===== config.mk =====
export PLATFORM = sky130hd
export DESIGN_NAME = module_bin_bcd
export DESIGN_NICKNAME = d
export VERILOG_FILES = /design/src/rtl/module_bin_bcd_pkg.sv /design/src/rtl/module_bin_bcd_add3.sv /design/src/rtl/module_bin_bcd.sv
export SDC_FILE = /design/constraint.sdc
export NUM_CORES = 1
export LEC_CHECK = 0
export CORE_ASPECT_RATIO = 0.6
export CORE_MARGIN = 5
export CORE_UTILIZATION = 59
export DETAILED_ROUTE_END_ITERATION = 10
export HOLD_SLACK_MARGIN = 0.02
export PLACE_DENSITY = 0.9
export SYNTH_ARGS = -nofsm -noshare
export SYNTH_HDL_FRONTEND = slang
export SYNTH_SLANG_ARGS = --single-unit

===== constraint.sdc =====
create_clock -name clk -period 5.69 [get_ports clk]
set_clock_uncertainty 0.15 [all_clocks]
set_input_delay 1.138 -clock clk [delete_from_list [all_inputs] [get_ports clk]]
set_output_delay 1.138 -clock clk [all_outputs]
set_load 0.02 [all_outputs]

===== src/rtl/module_bin_bcd_pkg.sv =====
// pkg_bin_bcd: shared FSM states and constants for the binary-to-BCD converter
package pkg_bin_bcd;
  typedef enum logic [1:0] {IDLE, SHIFT, DONE} state_t;
  localparam int MAX_BCD = 9999;
  localparam logic [3:0] OVF_DIGIT = 4'hF;
  localparam int BCD_DIGITS = 4;
endpackage


===== src/rtl/module_bin_bcd_add3.sv =====
// module_add3: double-dabble nibble correction, adds 3 when the digit is 5 or more
module module_add3 (
  input  logic [3:0] i_nib,
  output logic [3:0] o_nib
);
  assign o_nib = (i_nib >= 4'd5) ? i_nib + 4'd3 : i_nib;
endmodule


===== src/rtl/module_bin_bcd.sv =====
// module_bin_bcd: sequential double-dabble converter, one shift per clock,
// feeding four registered BCD digits and a one-cycle listo pulse to the display
module module_bin_bcd
  import pkg_bin_bcd::*;
#(
  parameter int WIDTH = 14
) (
  input  logic             clk,
  input  logic             rst,
  input  logic [WIDTH-1:0] bin_input,
  input  logic             start,
  output logic [3:0]       unidades,
  output logic [3:0]       decenas,
  output logic [3:0]       centenas,
  output logic [3:0]       millares,
  output logic             listo,
  output logic             busy,
  output logic             overflow
);
  localparam int CW = $clog2(WIDTH + 1);
  localparam int SW = 4 * BCD_DIGITS + WIDTH;
  state_t        r_state;
  logic [SW-1:0] r_sr;
  logic [CW-1:0] r_cnt;
  logic          r_ovf;
  logic [SW-1:0] w_corr;
  // only the BCD nibbles are corrected; the binary tail passes through untouched
  assign w_corr[WIDTH-1:0] = r_sr[WIDTH-1:0];
  for (genvar g = 0; g < BCD_DIGITS; g++) begin : g_add3
    module_add3 u_add3 (
      .i_nib(r_sr[WIDTH + 4*g +: 4]),
      .o_nib(w_corr[WIDTH + 4*g +: 4])
    );
  end
  always_ff @(posedge clk or posedge rst) begin
    if (rst) begin
      r_state  <= IDLE;
      r_sr     <= '0;
      r_cnt    <= '0;
      r_ovf    <= 1'b0;
      unidades <= 4'd0;
      decenas  <= 4'd0;
      centenas <= 4'd0;
      millares <= 4'd0;
      listo    <= 1'b0;
      busy     <= 1'b0;
      overflow <= 1'b0;
    end else begin
      listo <= 1'b0;
      case (r_state)
        IDLE: if (start) begin
          r_sr    <= {{(4*BCD_DIGITS){1'b0}}, bin_input};
          r_cnt   <= '0;
          r_ovf   <= 32'(bin_input) > MAX_BCD;
          r_state <= SHIFT;
          busy    <= 1'b1;
        end
        SHIFT: begin
          r_sr    <= w_corr << 1;
          r_cnt   <= r_cnt + 1'b1;
          r_state <= (r_cnt == CW'(WIDTH - 1)) ? DONE : SHIFT;
        end
        DONE: begin
          unidades <= r_ovf ? OVF_DIGIT : r_sr[WIDTH +: 4];
          decenas  <= r_ovf ? OVF_DIGIT : r_sr[WIDTH + 4 +: 4];
          centenas <= r_ovf ? OVF_DIGIT : r_sr[WIDTH + 8 +: 4];
          millares <= r_ovf ? OVF_DIGIT : r_sr[WIDTH + 12 +: 4];
          overflow <= r_ovf;
          listo    <= 1'b1;
          busy     <= 1'b0;
          r_state  <= IDLE;
        end
        default: r_state <= IDLE;
      endcase
    end
  end
endmodule


==> metrics.yaml <==
logic_synthesis:
  yosys.area.top_type_share_pct: 50.6
  synth_ff_type: "dfrtp_1"
  yosys.area_share.simple_pct: 15.8
  synth.area.top_cells: "dfrtp_1 (51%), o21ai_0 (6.1%), nand2_1 (4.6%)"
  ys_ff_latch: 56
  syn_area_per_cell_um2: 9.78
  syn_inst: 283
  synth_edf_count: 0
  yosysSeqAreaShare_pct: 50.6
  ys_warn_count: 0
  synth_compound_area_share_pct: 19.1
  async_flop_share_pct: 100
  synthAdderAreaFrac_pct: 4.52
  synthXorXnorAreaFrac_pct: 1.90
  synth_cell_types: 34
  synth_top_family_by_area: "compound AO/OA/AOI/OAI gates"
  yosysMostFrequentCell: "dfrtp_1"
  synth_top_area_cell: "dfrtp_1"
  synth_mux_area_share_pct: 1.85
  syn_nets: 310
  netlist_top_cells_count: "dfrtp_1 (56), nand2_1 (34), o21ai_0 (34), nor2_1 (17)"
  synth_area_mm2: 0.00277
clocking:
  post_cts_resized: 0
  cts_inserted_buffers: 5
  cts_max_path_buffers: 2
  post_cts_buffers: 0
  root_buffer: "clkbuf_8"
  cts_tree: "yes"
  ctsHtreeMaxLevel: 2
  postCtsHoldBufs: 0
  cts.sink_count: 56
  clk_latency_ns: 0.30
  cts.clk_slew.worst_paths_ns: 0.10
layout:
  fin_area_mm2: 0.00320
  fill_cells: 338
  final_cells: 374
  seq_area_mm2: 0.00140
  area_growth_pct: 15.5
  nets: 337
  drive_gt1_share_pct: 6.75
  antennaDiodeCount: 0
  multi_input_area_mm2: 0.00119
sta:
  hold_viol_final: 0
  fmax_mhz: 381
  rsz0062_at_grt: "false"
  slew_violations: 0
  post-route-period-util_pct: 46.1
  whs_ns: 0.335
  finalSetupViolCount: 0
  slew_headroom_pct: 54.3
  worst_slew_pin_slew_ns: 0.686
  fin_setup_tns_ns: 0
  fin_crit_ns: 2.63
power:
  power_frac_seq_pct: 43.0
  comb_power_share_pct: 42.3
  pwr-share-clk_pct: 14.7
  p_leak_nw: 1.44
  p_sw_w: 0.000707
  internal_power_w: 0.00104
  powerDensity_mw_per_mm2: 546
  power.share.switching_pct: 40.5
  ir_worst_vdd_uv: 242
die:
  pin_count: 36
  fp.dieW_um: 98.4
  std_cell_rows: 19
  die-area_mm2: 0.00621
  die_y_um: 63.1
  core-area_mm2: 0.00456
  initial_core_util_pct: 60.7
placement:
  port_buffers: 35
  post-place-cells: 366
  hpwl_um: 4090
  placed_area_mm2: 0.00309
  routabilityCongestion: 0.800
grt:
  grt_start_max_net_pins: 57
  grt_antenna_before_repair: 0
  grt_util_all_layers_pct: 19.5
  grt_pass1_wl_um: 9880
  grt_overflow: 0
  grt_pass1_vias: 2060
setup_path:
  reg2reg_depth: 4
  setup.worst_path.start_class: "input pin"
  reg2reg_from: "r_state[0]"
  reg2reg_setup_slack_ns: 3.63
  cp.required_ns: 5.73
  crit_path_cell_trace: "clkdlybuf4s50_1 -> and2b_4 -> nand2b_2 -> nand3_1 -> o21ai_0"
  crit_buf_inv: 1
  slowest_delay_ns: 0.85
  cp_top_family: "buffers and inverters"
  worstPathArrival_ns: 2.67
  reg2reg_to: "r_cnt[2]"
  cp_max_fo: 15
  end_kind: "register"
  cp_slowest_cell: "clkdlybuf4s50_1"
  path_class: "in2reg"
drt:
  vias_per_cell: 5.77
  topRoutingLayerUsed: "met4"
  vias: 2157
  drtAntennaViolNets: 0
  drt_first_pass_iters: 4
  drc: 0
  wl_met3_um: 430
  drt_iter0_markers: 140
  routed_wl_um: 5930
  wl_per_cell_um: 15.9
  met2WireLength_um: 2860
  m1WireLength_um: 2560
run:
  cap_violations: 0
worst_hold_path:
  whs_path_depth: 2
  min_from: "millares[1]"
  hp-class: "reg2reg"
  min_to: "millares[1]"
outcome:
  outcome: "completed"
==> sequential cells by signal, summed over array words and instances, names as in the netlist <==
| name | flops |
|---|---|
| overflow | 1 |
| r_ovf | 1 |
| millares | 4 |
| listo | 1 |
| unidades | 4 |
| decenas | 4 |
| r_state | 2 |
| busy | 1 |
| r_sr | 30 |
| r_cnt | 4 |
| centenas | 4 |
==> cell families (layout without fill, tap and decap cells) <==
family	after synthesis	in the layout
simple gates	89	89
flops	56	56
fa+ha+maj	10	10
xor+xnor	6	6
mux	5	5
buf+inv	29	57
compound gates	88	88
==> layout by cell type, fill, tap and decap left out, drive strengths merged, types with 2 or more instances in the layout <==
cell type | netlist | layout
nor3 | 4 | 4
nand2b | 7 | 7
clkdlybuf4s50 | 0 | 35
ha | 10 | 10
nor2 | 17 | 17
buf | 14 | 2
nor2b | 14 | 14
inv | 12 | 12
mux2i | 4 | 4
a22oi | 13 | 13
o21ai | 48 | 48
nand3 | 7 | 7
clkbuf | 3 | 5
dfrtp | 56 | 56
nand2 | 34 | 34
a22o | 5 | 5
xnor2 | 4 | 4
o31ai | 3 | 3
a21oi | 18 | 18
xor2 | 2 | 2
==> metal layers <==
| metal | track usage [%] | up-vias |
|---|---|---|
| met5 | 0 | - |
| met4 | 5.79 | 0 |
| met3 | 4.19 | 12 |
| met2 | 30.1 | 86 |
| met1 | 27.9 | 1042 |
| li1 | - | 1017 |
==> stage by stage <==
| stage | setup slack [ns] | util, % | total power (W) |
|---|---|---|---|
| 5_1_grt | 2.94 | 70.0 | 0.00187 |
| 2_1_floorplan | 3.03 | - | 0.00125 |
| 3_3_place_gp | 2.85 | 67.6 | 0.00143 |
| 4_1_cts | 3.06 | 70.0 | 0.00175 |
| 6_report | 3.06 | 70.0 | 0.00174 |
| 3_5_place_dp | 2.75 | 67.6 | 0.00149 |
==> final cells by class <==
cell class	count	share of cell area [%]
sequential	56	43.8
multi-input combinational	198	37.4
timing repair buffer	37	11.4
tap	63	2.47
clock buffer	5	2.15
inverter	12	1.41
clock inverter	3	1.33
==> power by group through the flow <==
stage          Sequential (W)  Combinational, W  Clock (W)
2_1_floorplan        0.000736          0.000518          0
3_3_place_gp         0.000739          0.000686          0
3_5_place_dp         0.000753          0.000735          0
4_1_cts              0.000747          0.000741   0.000259
5_1_grt              0.000779          0.000821   0.000272
6_report             0.000750          0.000738   0.000256
==> worst reg2reg max path: stages (launching register included) <==
cell and delay [ns]:
dfrtp_1 0.78, nor2b_4 0.66, nand2_1 0.17, nand3_1 0.12, o21ai_0 0.08
==> worst max-delay path by stage <==
stage / start / to / cells after the start
CTS: start / r_cnt[2] / 5
global route: start / r_cnt[2] / 5
global placement: start / r_cnt[3] / 5
detailed placement: start / r_cnt[2] / 5
floorplan: rst / busy / 1
finish: start / r_cnt[2] / 5
(Power assumes the default switching activity.)
